$ cat config.mk
export PLATFORM = sky130hd
export DESIGN_NAME = tmds_ser_sequencer
export DESIGN_NICKNAME = d
export VERILOG_FILES = /design/src/rtl/tmds_pkg.sv /design/src/rtl/tmds_lock_filter.sv /design/src/rtl/tmds_ser_sequencer.sv
export SDC_FILE = /design/constraint.sdc
export NUM_CORES = 1
export LEC_CHECK = 0
export BUFFER_PORTS_ARGS = -buffer_cell sky130_fd_sc_hd__clkbuf_2
export CELL_PAD_IN_SITES_DETAIL_PLACEMENT = 0
export CELL_PAD_IN_SITES_GLOBAL_PLACEMENT = 1
export CORE_MARGIN = 10
export CORE_UTILIZATION = 38
export DETAILED_ROUTE_END_ITERATION = 12
export GPL_ROUTABILITY_DRIVEN = 0
export PLACE_DENSITY = 0.78
export SLEW_MARGIN = 40
export SYNTH_ARGS = -nofsm -noshare
export SYNTH_HDL_FRONTEND = slang
export SYNTH_SLANG_ARGS = --single-unit
$ cat constraint.sdc
create_clock -name clk -period 2.6 [get_ports clk]
set_input_delay 0.52 -clock clk [delete_from_list [all_inputs] [get_ports clk]]
set_output_delay 0.52 -clock clk [all_outputs]
set_load 0.1 [all_outputs]
$ cat src/rtl/tmds_pkg.sv
// Shared types and TMDS symbol constants for the DVI transmit sequencer.
package tmds_pkg;

    typedef enum logic [2:0] {
        WAIT_LOCK,
        SER_RST,
        SETTLE,
        WAIT_FRAME,
        RUN
    } state_t;

    // Indexed by {C1,C0}
    localparam logic [9:0] TMDS_CTL [0:3] = '{
        10'b1101010100,
        10'b0010101011,
        10'b0101010100,
        10'b1010101011
    };

    localparam logic [9:0]  GUARD_L0   = 10'b1011001100;
    localparam logic [9:0]  GUARD_L1   = 10'b0100110011;
    localparam logic [9:0]  GUARD_L2   = 10'b1011001100;
    localparam logic [9:0]  CLK_WORD   = 10'b0000011111;
    localparam logic [29:0] IDLE_WORDS = {3{10'b1101010100}};

    localparam int GUARD_LEN   = 10;  // preamble + guard band, cycles
    localparam int GUARD_BAND  = 2;
    localparam int GUARD_QUIET = 12;  // minimum blank before a guarded edge

    typedef struct packed {
        logic        de;
        logic        hs;
        logic        vs;
        logic [29:0] enc;
    } vid_t;

    function automatic logic [9:0] ctl_word(input logic c1, input logic c0);
        return TMDS_CTL[{c1, c0}];
    endfunction

endpackage

$ cat src/rtl/tmds_lock_filter.sv
// PLL lock synchronizer and run-length qualifier; counts only while armed.
module tmds_lock_filter #(
    parameter int LOCK_CYCLES = 1024
) (
    input  logic clk,
    input  logic reset_n,
    input  logic pll_lock,
    input  logic arm,
    output logic lock_ok,
    output logic lock_lost
);
    localparam int CW = $clog2(LOCK_CYCLES + 1);
    localparam logic [CW-1:0] LAST = CW'(LOCK_CYCLES - 1);

    logic [1:0]    sync;
    logic [CW-1:0] cnt;
    logic          lock_s;

    assign lock_s = sync[1];

    always_ff @(posedge clk or negedge reset_n) begin
        if (!reset_n) begin
            sync <= '0;
            cnt  <= '0;
        end else begin
            sync <= {sync[0], pll_lock};
            if (!arm || !lock_s)
                cnt <= '0;
            else if (cnt != LAST)
                cnt <= cnt + 1'b1;
        end
    end

    assign lock_ok   = arm && lock_s && (cnt == LAST);
    assign lock_lost = !lock_s;

endmodule

$ cat src/rtl/tmds_ser_sequencer.sv
// DVI link bring-up sequencer and serializer word mux.
// Define VIDEO_GUARD_EN for the 10-stage video delay with preamble/guard-band insertion.
module tmds_ser_sequencer
    import tmds_pkg::*;
#(
    parameter int LOCK_CYCLES   = 1024,
    parameter int RST_CYCLES    = 16,
    parameter int SETTLE_CYCLES = 64
) (
    input  logic        clk,
    input  logic        reset_n,
    input  logic        pll_lock,
    input  logic        de,
    input  logic        hsync,
    input  logic        vsync,
    input  logic [29:0] enc_word,
    output logic [29:0] ser_d,
    output logic [9:0]  clk_word,
    output logic        ser_reset,
    output logic        out_en,
    output logic        tx_ready
);
    localparam int PMAX = (RST_CYCLES > SETTLE_CYCLES) ? RST_CYCLES : SETTLE_CYCLES;
    localparam int PW   = $clog2(PMAX + 1);

    state_t        state, state_nx;
    logic [PW-1:0] pcnt, pcnt_nx;
    logic          vs_q, vs_rise;
    logic          lock_ok, lock_lost;
    logic [29:0]   vword;

    tmds_lock_filter #(.LOCK_CYCLES(LOCK_CYCLES)) u_lock (
        .clk       (clk),
        .reset_n   (reset_n),
        .pll_lock  (pll_lock),
        .arm       (state == WAIT_LOCK),
        .lock_ok   (lock_ok),
        .lock_lost (lock_lost)
    );

    // vs_q tracks vsync in every state so an edge on the WAIT_FRAME entry cycle is seen
    assign vs_rise = vsync && !vs_q;

    always_ff @(posedge clk or negedge reset_n) begin
        if (!reset_n) begin
            state <= WAIT_LOCK;
            pcnt  <= '0;
            vs_q  <= 1'b0;
        end else begin
            state <= state_nx;
            pcnt  <= pcnt_nx;
            vs_q  <= vsync;
        end
    end

    always_comb begin
        state_nx = state;
        pcnt_nx  = pcnt;
        case (state)
            WAIT_LOCK: if (lock_ok) begin
                state_nx = SER_RST;
                pcnt_nx  = '0;
            end
            SER_RST: if (pcnt == PW'(RST_CYCLES - 1)) begin
                state_nx = SETTLE;
                pcnt_nx  = '0;
            end else begin
                pcnt_nx = pcnt + 1'b1;
            end
            SETTLE: if (pcnt == PW'(SETTLE_CYCLES - 1)) begin
                state_nx = WAIT_FRAME;
                pcnt_nx  = '0;
            end else begin
                pcnt_nx = pcnt + 1'b1;
            end
            WAIT_FRAME: if (vs_rise) state_nx = RUN;
            RUN: ;
            default: state_nx = WAIT_LOCK;
        endcase
        if (state != WAIT_LOCK && lock_lost) begin
            state_nx = WAIT_LOCK;
            pcnt_nx  = '0;
        end
    end

    assign ser_reset = (state == WAIT_LOCK) || (state == SER_RST);
    assign out_en    = (state == RUN);
    assign tx_ready  = (state == RUN);
    assign clk_word  = CLK_WORD;

`ifdef VIDEO_GUARD_EN
    vid_t [9:0] dl;
    vid_t       vin;
    logic [3:0] lo_cnt, g_cnt;
    logic       g_start;

    assign vin = {de, hsync, vsync, enc_word};
    // A qualifying edge seen at the input is exactly GUARD_LEN cycles ahead of dl[9]
    assign g_start = de && (lo_cnt == 4'(GUARD_QUIET));

    always_ff @(posedge clk or negedge reset_n) begin
        if (!reset_n) begin
            dl     <= '0;
            lo_cnt <= '0;
            g_cnt  <= '0;
        end else if (lock_lost) begin
            dl     <= '0;
            lo_cnt <= '0;
            g_cnt  <= '0;
        end else begin
            dl     <= {dl[8:0], vin};
            lo_cnt <= de ? '0 : ((lo_cnt == 4'(GUARD_QUIET)) ? lo_cnt : lo_cnt + 4'd1);
            g_cnt  <= g_start ? 4'(GUARD_LEN - 1) : ((g_cnt != '0) ? g_cnt - 4'd1 : '0);
        end
    end

    always_comb begin
        vword = {TMDS_CTL[0], TMDS_CTL[0], ctl_word(dl[9].vs, dl[9].hs)};
        if (dl[9].de)
            vword = dl[9].enc;
        else if (g_start || g_cnt > 4'(GUARD_BAND))
            vword = {TMDS_CTL[0], TMDS_CTL[1], ctl_word(dl[9].vs, dl[9].hs)};
        else if (g_cnt != '0)
            vword = {GUARD_L2, GUARD_L1, GUARD_L0};
    end
`else
    assign vword = de ? enc_word : {TMDS_CTL[0], TMDS_CTL[0], ctl_word(vsync, hsync)};
`endif

    always_ff @(posedge clk or negedge reset_n) begin
        if (!reset_n)
            ser_d <= IDLE_WORDS;
        else
            ser_d <= (state == RUN && !lock_lost) ? vword : IDLE_WORDS;
    end

endmodule

# Yosys cells after proc, flatten, opt, wreduce, memory -nomap -nowiden
# Cells that the tools add are included.
[totals] regBits=54 inputBits=36 elab_cells=57
[op_classes] add_sub_neg=2 n_lt_le_gt_ge=1 eq_ne=13 muxes=18 bitwise=1 n_reduce_logical=16
[op_table] op="30-bit two-way mux" n=2
[op_table] op="7-bit two-way mux" n=4
[op_table] op="11-bit two-way mux" n=2
[op_table] op="7-bit case mux with 3 select lines" n=1
[op_table] op="10-bit binary-select mux with 2-bit select" n=1
[op_table] op="10-bit two-way mux" n=2
[op_table] op="3-bit two-way mux" n=5
[op_table] op="3-bit case mux with 5 select lines" n=1
[op_table] op="3-bit inequality test (second input constant)" n=4
[op_table] op="11-bit by 1-bit adder with 11-bit output (second input constant)" n=1
[op_table] op="11-bit by 10-bit equality test with 1-bit output (second input constant)" n=1
[op_table] op="11-bit by 10-bit inequality test with 1-bit output (second input constant)" n=1
[op_table] op="7-bit by 1-bit adder with 7-bit output (second input constant)" n=1
[op_table] op="7-bit by 4-bit equality test with 1-bit output (second input constant)" n=1
[op_table] op="7-bit by 6-bit equality test with 1-bit output (second input constant)" n=1
[op_table] op="3-bit by 2-bit equality test with 1-bit output (second input constant)" n=2
[op_table] op="1-bit logical AND" n=5
[op_table] op="5-bit AND reduction" n=1
[op_table] op="4-bit nonzero test" n=1
[op_table] op="3-bit by 1-bit equality test with 1-bit output (second input constant)" n=1
[op_table] op="3-bit equality test (second input constant)" n=1
[op_table] op="3-bit greater-or-equal comparator (second input constant)" n=1
[op_table] op="1-bit logical NOT" n=3
[op_table] op="3-bit logical NOT" n=1
[op_table] op="6 further kinds" n=7

# Longest topological paths before layout
# Gate-level depths: netlist (run 1).
[logic_depth] ltp_word=6 depth_mapped=7 mapped_depth_nobuf=6

# Hierarchy
# Synthesis (run 1) repeated with hierarchy kept, for this count alone.
[unflattened] cells_unflattened=223 hier_area_um2=2464.9
[by_module_without_submodules] module="tmds_ser_sequencer" n_inst=1 cells_each=161 area_per_inst_um2=1823.0 seq_area_each_um2=1044.8
[by_module_without_submodules] module="tmds_lock_filter" n_inst=1 cells_each=62 area_per_inst_um2=641.9 seq_area_each_um2=325.3

# Least setup slack after synthesis (run 1)
# OpenSTA, ideal clock, no wires.
[synth_path] path_kind="register to output" startpoint="register state[1]" endpoint="output port tx_ready" arrival_ps=2164 path_slack_ps=-84 path_stages_with_launch=6 path_buffers=3 cell_sequence="dfrtp_1 buf_2 nor2_1 and2_1 clkbuf_1 buf_4"
[synth_via] elab_chain_len=1
[synth_rtl] item="from (decl)" line="tmds_ser_sequencer.sv:26" text="state_t state, state_nx;"
[synth_rtl] item="from (signal assigned)" line="tmds_ser_sequencer.sv:50" text="state <= state_nx;"
[synth_rtl] item="3-bit equality test"
[synth_rtl] item="to (decl)" line="tmds_ser_sequencer.sv:21" text="output logic tx_ready"
# Every way passes these cells.

# Final worst setup path (run 1)
[layout_path] startpoint="register state[1]" endpoint="output port out_en"
[layout_via] elab_chain_len=1
[layout_rtl] item="3-bit equality test" line="tmds_ser_sequencer.sv:87" text="assign out_en = (state == RUN);"
[layout_rtl] item="to (decl)" line="tmds_ser_sequencer.sv:20" text="output logic out_en,"
# Every way passes these cells.

==> results of run 1 <==
-- metrics by stage --
| step | hold WS, ns | util | instance area [sq um] | worst slack [ns] | power (uW) |
|---|---|---|---|---|---|
| 4_1_cts | 0.197 | 0.480 | 2870 | 0.298 | 1600 |
| 2_1_floorplan | 0.224 | - | 2390 | 0.328 | 960 |
| 3_3_place_gp | 0.336 | 0.457 | 2740 | 0.588 | 995 |
| 3_5_place_dp | 0.346 | 0.457 | 2740 | 0.526 | 997 |
| 5_1_grt | 0.218 | 0.480 | 2870 | 0.213 | 1650 |
| 6_report | 0.178 | 0.480 | 2870 | 0.315 | 1580 |
-- state kept, by name, summed over array words and instances (netlist names) --
| name | cells |
|---|---|
| ser_d | 30 |
| u_lock.cnt | 11 |
| pcnt | 7 |
| state | 3 |
| u_lock.sync | 2 |
| vs_q | 1 |
-- final timing paths --
path / startpoint / endpoint / slack, ns / cells after the start
setup / recovery: state[1]$_DFFE_PN0P_ / out_en / 0.31 / 3
hold / removal: reset_n / ser_d[23]$_DFF_PN0_ / 0.18 / 1
setup reg to reg: u_lock.cnt[0]$_DFFE_PN0P_ / u_lock.cnt[9]$_DFFE_PN0P_ / 0.50 / 6
hold reg to reg: u_lock.sync[0]$_DFF_PN0_ / u_lock.sync[1]$_DFF_PN0_ / 0.36 / 0
max in group asynchronous: reset_n / ser_d[6]$_DFF_PN1_ / 1.73 / 2
min in group clk: pll_lock / u_lock.sync[0]$_DFF_PN0_ / 0.32 / 1
-- power by group --
group / switching (uW) / internal [uW] / total, uW
Combinational: 99.2 / 28.9 / 128
Sequential: 5.92 / 846 / 852
Clock: 265 / 333 / 599
-- routing by layer --
metal,vias to the layer above,GRT usage,part of all wire
met5,-,0,0
met4,0,0.0430,0.013
met3,4,0.0461,0.084
met2,56,0.164,0.47
met1,780,0.126,0.43
li1,848,-,-
-- critical path: cells and delay by family (launching register included) --
kind                   cells  cell delay, ns
buffers and inverters      1            0.51
and+or+nand+nor            2            0.47
DFF                        1            0.48
-- cell families (layout without fill, tap and decap cells) --
| group | Yosys count | after routing |
|---|---|---|
| buffers and inverters | 26 | 88 |
| XOR/XNOR | 8 | 8 |
| adder cells (fa/ha/maj) | 2 | 2 |
| multiplexers | 2 | 2 |
| flip-flops | 54 | 54 |
| AO/OA/AOI/OAI | 39 | 39 |
| other | 2 | 10 |
| AND/OR/NAND/NOR | 83 | 83 |
-- area by class of cell --
type | instances | share of cell area
Clock buffer | 8 | 0.0462
Tap cell | 75 | 0.0327
Multi-Input combinational cell | 144 | 0.305
Inverter | 8 | 0.0105
Timing Repair Buffer | 72 | 0.129
Sequential cell | 54 | 0.477
-- Yosys cell counts, types with 2 or more instances --
cell | instances | area (sq um)
dfrtp_1 | 39 | 976
nor2_1 | 22 | 82.6
dfstp_2 | 15 | 394
nand2b_1 | 12 | 75.1
and2_1 | 11 | 68.8
buf_4 | 11 | 82.6
nand2_1 | 11 | 41.3
a21oi_1 | 10 | 50.1
inv_1 | 8 | 30.0
a21o_1 | 7 | 52.6
nand3_1 | 7 | 35.0
nor3_1 | 6 | 30.0
o21ai_0 | 6 | 30.0
clkbuf_1 | 4 | 15.0
xnor2_1 | 4 | 35.0
xor2_1 | 4 | 35.0
a22o_1 | 3 | 26.3
and3_1 | 3 | 18.8
buf_2 | 3 | 15.0
a211oi_1 | 2 | 15.0
and4b_1 | 2 | 20.0
conb_1 | 2 | 7.51
ha_1 | 2 | 25.0
nand3b_1 | 2 | 15.0
==> results.ini, run 1 <==
[setup_path]
critPathCaptureType=primary output
critPathMaxFanout=8
arrival_ns=1.77
cp_slowest_cell=clkbuf_2
critPathLaunchType=register
slowest_delay_ns=0.51
critPathRequiredTime_ns=2.08
cp_cell_sequence=nor2_1, and2_1, clkbuf_2
critPathKind=register to primary output

[clock_tree]
cts_tree=yes
root_buffer=clkbuf_8
clkLatencyLatePin_ns=0.30
htreeDepth=2
path_clk_slew_ns=0.09
cts_inserted_buffers=5
clk_path_buf_depth=2
numClockSinks=54
cts_setup_buffers=0
ctsResizeCount=0
hold_buffers=0

[logic_synthesis]
synth_edf_count=0
synth_compound_area_frac=0.115
synthMuxAreaShare=0.00902
yosys_warnings=0
synthXorXnorAreaFrac=0.0297
synth_top_family_by_area=simple AND/OR/NAND/NOR gates
synth_seq_cells=54
synthArstFlopShare=1.00
synth_ff_type=dfrtp_1
yosysSeqAreaShare=0.581
synth_simple_gate_area_frac=0.192
synth_cells=216
synth_cell_types=44
synth_fa_ha_area_frac=0.0106
syn_area_sq_um=2360
synth.avg_cell_area_sq_um=10.9

[drt]
routed_wl_mm=5.20
first_pass_iters=4
drt_iter0_drc=91
wl_per_cell_um=14.4
viasPerCell=4.68
drc_errors=0
detail-route-antenna-nets=0
vias=1688

[global_routing]
grt_max_degree=23
grt_pass1_wl_mm=8.66
grt_pass1_vias=1748
grtUsageTotal=0.106
grt.overflow.total=0
antenna_found_initial=0

[placed_design]
port_buffers=68
dp_hpwl_mm=4.00
dp.cells=353

[timing]
max_slew_margin=0.491
period_share=0.879
finalSetupTns_ns=0
slew_violations=0
worst_pin_slew_ns=0.760
rsz0062_at_grt=no
finalClockSkew_ns=0.00401
fin_crit_ns=2.29
fmax_mhz=438
hold_violations=0
finalSetupViolCount=0

[final_layout]
final_common_cell=clkbuf_2
drive_above_1_share=0.353
instances_no_fill=361
fillCellCount=560
area_delta_synth_final_pct=21.8
nets=323
multi_input_area_sq_um=876
n_antenna_cell=0
ff_latch_area_sq_um=1370
final_cell_mix=clkbuf_2, dfrtp_1, nor2_1, dfstp_2, nand2b_1

[power]
ir_worst_vdd_v=0.000346
leakagePower_uw=0.00143
powerDensity_nw_per_um2=550

[run]
cap_violations=0

[floorplanning]
die_y_um=98.8
die-area_sq_um=9760
core_sq_um=5990
io_pins=79
start_util=0.394
num_rows=28
die_x_um=98.8

[min_path]
hold_path.class=primary input to async pin

[outcome]
status=finished clean

Note: power is estimated with default switching activity, not from simulation.
==> run 2, diff against run 1 <==
--- a/config.mk
+++ b/config.mk
@@ -8,7 +8,6 @@
 export BUFFER_PORTS_ARGS = -buffer_cell sky130_fd_sc_hd__clkbuf_2
 export CELL_PAD_IN_SITES_DETAIL_PLACEMENT = 0
 export CELL_PAD_IN_SITES_GLOBAL_PLACEMENT = 1
-export CORE_MARGIN = 10
 export CORE_UTILIZATION = 38
 export DETAILED_ROUTE_END_ITERATION = 12
 export GPL_ROUTABILITY_DRIVEN = 0
==> run 2 against run 1 <==
Against the previous run: wire length shrank 16%; critical endpoint unchanged; combinational power is essentially flat; critical path type unchanged; hold slack gained 0.15 ns; worst setup slack lost 0.017 ns; register-to-register slack is essentially flat; sequential power is essentially flat; count of clock-buffer cells in the layout shrank 1; first-iteration DRC count grew 23%; non-clock buffer count shrank 1; maximum frequency shrank 0.74%; critical path depth is the same; utilization shrank 0.33 points.
==> results.ini, run 2 (synthesis gave the netlist of run 1 again) <==
[outcome]
status=finished clean

[clock_tree]
cts_inserted_buffers=5
cts_setup_buffers=0
clk_path_buf_depth=2
hold_buffers=0
htreeDepth=2
root_buffer=clkbuf_8
clkLatencyLatePin_ns=0.30
cts_tree=yes
numClockSinks=54
ctsResizeCount=0
path_clk_slew_ns=0.10

[floorplanning]
start_util=0.396
die-area_sq_um=6530
die_x_um=80.8
die_y_um=80.8
num_rows=28
io_pins=79
core_sq_um=5960

[final_layout]
drive_above_1_share=0.347
final_common_cell=clkbuf_2
top_regs=ser_d (30), u_lock.cnt (11), pcnt (7)
nets=322
largest_register=ser_d
final_core_util=0.476
final_cell_mix=clkbuf_2, dfrtp_1, nor2_1, dfstp_2, nand2b_1
fillCellCount=552
area_delta_synth_final_pct=20.3
n_antenna_cell=0
largest_reg_flops=30

[timing]
finalSetupTns_ns=0
rsz0062_at_grt=no
period_share=0.886
hold_violations=0
fin_crit_ns=2.30
finalClockSkew_ns=0.00766
slew_violations=0
finalSetupViolCount=0
worst_pin_slew_ns=0.733
hold_ws_ns=0.324
fmax_mhz=434
max_slew_margin=0.499

[global_routing]
grt_pass1_wl_mm=7.33
grt_pass1_vias=1585
grt_max_degree=55
antenna_found_initial=0
grtUsageTotal=0.146
grt.overflow.total=0

[drt]
detail-route-antenna-nets=0
drc_errors=0
vias=1699
routed_wl_mm=4.35
first_pass_iters=4
drt_iter0_drc=112
viasPerCell=4.72
wl_per_cell_um=12.1

[setup_path]
slowest_delay_ns=0.51
critPathCaptureType=primary output
r2r_slack_ns=0.50
critPathRequiredTime_ns=2.08
cp_slowest_cell=clkbuf_2
rr_worst_depth=6
crit_buf_inv=1
arrival_ns=1.78
critPathKind=register to primary output
path_delay_family=buffers and inverters
critPathLaunchType=register
cp_cell_sequence=nor2_1, and2_1, clkbuf_2
setup.worst_path.start=state[0]$_DFFE_PN0P_
reg2reg_from=u_lock.cnt[0]$_DFFE_PN0P_
rr_endpoint=u_lock.cnt[9]$_DFFE_PN0P_
critPathMaxFanout=9

[run]
cap_violations=0

[power]
ir_worst_vdd_v=0.000313
powerDensity_nw_per_um2=526
leakagePower_uw=0.00141
power.total_uw=1490

[placed_design]
dp_hpwl_mm=3.19
port_buffers=68

[min_path]
hold_path.class=primary input to async pin

run 2: cell types whose count changed in the layout (fill, tap and decap cells not counted):
cell       previous run  this run
clkbuf_16             2         1
clkbuf_8              6         5
clkbuf_1              0         1
inv_4                 0         1
buf_4                 4         3
run 2: final cells by class:
type / instances / area (sq um) / area share
clock inverter: 1 / 6.26 / 0.00221
tap: 75 / 93.8 / 0.0331
clock buffer: 7 / 97.6 / 0.0344
multi-input combinational: 144 / 876 / 0.309
timing repair buffer: 71 / 363 / 0.128
sequential: 54 / 1370 / 0.483
inverter: 8 / 30.0 / 0.0106
run 2: worst max path at each step:
stage,endpoint,cells after the start
global placement,u_lock.cnt[9]$_DFFE_PN0P_,6
CTS,out_en,3
floorplan,ser_reset,2
detailed placement,u_lock.cnt[9]$_DFFE_PN0P_,6
finish,out_en,3
global route,out_en,3
run 2: layer usage:
| layer | wire, um | GRT usage | vias up | part of all wire |
|---|---|---|---|---|
| li1 | - | - | 845 | - |
| met1 | 2010 | 0.204 | 790 | 0.46 |
| met2 | 2010 | 0.223 | 57 | 0.46 |
| met3 | 265 | 0.0326 | 7 | 0.061 |
| met4 | 65 | 0.0536 | 0 | 0.015 |
| met5 | 0 | 0 | - | 0 |
run 2: report_power, final:
group          total [uW]  internal [uW]  switching, uW
Combinational         126           28.1           98.2
Clock                 512            250            262
Sequential            852            846           5.68
Total                1490           1120            366
run 2: metrics by stage:
step | setup slack, ns | cell area (sq um) | instances
after floorplan | 0.328 | 2390 | 224
after global placement | 0.580 | 2730 | 352
after detailed placement | 0.510 | 2730 | 352
after CTS | 0.291 | 2840 | 360
after global routing | 0.160 | 2840 | 360
final | 0.298 | 2840 | 360
run 2: worst register-to-register path, delay by kind of cell, from the launching register on:
| family | cells | cell delay, ns |
|---|---|---|
| fa+ha+maj | 1 | 0.27 |
| flops | 1 | 0.41 |
| simple gates | 3 | 0.47 |
| xor+xnor | 1 | 0.17 |
| compound gates | 1 | 0.65 |
==> run 3, diff against run 2 <==
--- a/config.mk
+++ b/config.mk
@@ -12,6 +12,7 @@
 export DETAILED_ROUTE_END_ITERATION = 12
 export GPL_ROUTABILITY_DRIVEN = 0
 export PLACE_DENSITY = 0.78
+export RECOVER_POWER = 25
 export SLEW_MARGIN = 40
 export SYNTH_ARGS = -nofsm -noshare
 export SYNTH_HDL_FRONTEND = slang
==> run 3 against run 2 <==
Against the previous run: maximum frequency fell by 0.14%; sequential share of layout area is 0.064 points higher; count of clock-buffer cells in the layout unchanged; die area unchanged; flip-flop and latch count is the same; wire length decreased by 0.53%; clock power is essentially flat; global-route usage unchanged; combinational power about the same; critical path type unchanged; largest power group unchanged.
==> results.ini, run 3 (synthesis gave the netlist of run 1 again) <==
[setup_path]
slowest_delay_ns=0.51
critPathKind=register to primary output
rr_endpoint=u_lock.cnt[9]$_DFFE_PN0P_
cp_cell_sequence=nor2_1, and2_1, clkbuf_2
r2r_slack_ns=0.50
critPathRequiredTime_ns=2.08
rr_worst_depth=6
cp_slowest_cell=clkbuf_2
critPathMaxFanout=9
reg2reg_from=u_lock.cnt[0]$_DFFE_PN0P_
setup.worst_path.start=state[0]$_DFFE_PN0P_
arrival_ns=1.79
critPathCaptureType=primary output
critPathLaunchType=register
crit_end=out_en

[drt]
viasPerCell=4.69
first_pass_iters=4
wl_per_cell_um=12.0
drc_errors=0
drt_iter0_drc=129
m1WireLength_mm=2.01
routed_wl_mm=4.33
vias=1689
top_layer=met4
detail-route-antenna-nets=0
wl_met3_um=252
wl_met2_mm=2.00

[global_routing]
grt.overflow.total=0
grtUsageTotal=0.146
grt_pass1_vias=1585
grt_max_degree=55
grt_pass1_wl_mm=7.33
antenna_found_initial=0

[power]
clockPowerShare=0.344
power.total_uw=1490
powerDensity_nw_per_um2=526
p_seq_frac=0.572
netSwitchingPower_uw=366
leakagePower_uw=0.00141
p_comb_frac=0.084
p_sw_frac=0.246
p_int_uw=1120
ir_worst_vdd_v=0.000314

[clock_tree]
path_clk_slew_ns=0.10
ctsResizeCount=0
root_buffer=clkbuf_8
clk_path_buf_depth=2
hold_buffers=0
numClockSinks=54
cts_tree=yes
clkLatencyLatePin_ns=0.30
htreeDepth=2
cts_inserted_buffers=5
cts_setup_buffers=0

[timing]
slew_violations=0
rsz0062_at_grt=no
period_share=0.887
finalSetupViolCount=0
fin_crit_ns=2.31
fmax_mhz=434
max_slew_margin=0.154
worst_pin_slew_ns=1.27
hold_violations=0
finalSetupTns_ns=0
finalClockSkew_ns=0.00703

[final_layout]
final_core_util=0.476
fillCellCount=554
top_regs=ser_d (30), u_lock.cnt (11), pcnt (7)
largest_register=ser_d
drive_above_1_share=0.344
multi_input_area_sq_um=876
largest_reg_flops=30
design_area_sq_um=2830
n_antenna_cell=0
area_delta_synth_final_pct=20.1
ff_latch_area_sq_um=1370
final_cell_mix=clkbuf_2, dfrtp_1, nor2_1, dfstp_2, nand2b_1
final_common_cell=clkbuf_2
nets=322

[floorplanning]
die-area_sq_um=6530
start_util=0.396
core_sq_um=5960
num_rows=28
die_x_um=80.8
io_pins=79
die_y_um=80.8

[min_path]
hold_path.class=primary input to register

[outcome]
status=finished clean

[run]
cap_violations=0

[placed_design]
placed_cell_area_sq_um=2730
port_buffers=68
dp_hpwl_mm=3.19

[run 3: changes by cell type in the layout (fill, tap and decap cells not counted)]
cell,change
buf_4,-1
clkbuf_1,+1
[run 3: worst min-delay path by stage]
stage,from,end,cells past startpoint
2_1_floorplan,reset_n,pcnt[0]$_DFFE_PN0P_,0
3_3_place_gp,u_lock.sync[0]$_DFF_PN0_,u_lock.sync[1]$_DFF_PN0_,0
3_5_place_dp,u_lock.sync[0]$_DFF_PN0_,u_lock.sync[1]$_DFF_PN0_,0
4_1_cts,pll_lock,u_lock.sync[0]$_DFF_PN0_,1
5_1_grt,pll_lock,u_lock.sync[0]$_DFF_PN0_,1
6_report,pll_lock,u_lock.sync[0]$_DFF_PN0_,1
[run 3: power by group through the flow]
stage	Combinational, uW	Sequential, uW	Clock (uW)
final	125	852	512
after global routing	137	853	562
after detailed placement	128	868	0
after floorplan	93.1	866	0
after global placement	127	867	0
after CTS	128	852	530
[run 3: worst max-delay path, delay by kind of cell, from the launching register on]
kind                   cells  cell delay (ns)
buffers and inverters      1             0.51
DFF                        1             0.49
and+or+nand+nor            2             0.48
[run 3: final cells by class]
type	instances	area share
clock buffer	7	0.0345
clock inverter	1	0.00221
timing repair buffer	71	0.127
tap	75	0.0331
inverter	8	0.0106
sequential	54	0.484
multi-input combinational	144	0.309
[run 3: metrics by stage]
step | setup slack (ns) | instances | hold WS [ns]
after detailed placement | 0.510 | 352 | 0.336
after global placement | 0.580 | 352 | 0.334
after CTS | 0.291 | 360 | 0.318
after floorplan | 0.328 | 224 | 0.224
final | 0.294 | 360 | 0.327
after global routing | 0.160 | 360 | 0.311
[run 3: routing by layer]
layer	up-vias	global-route usage
met2	53	0.223
met4	0	0.0536
li1	846	-
met3	7	0.0326
met1	783	0.204
met5	-	0
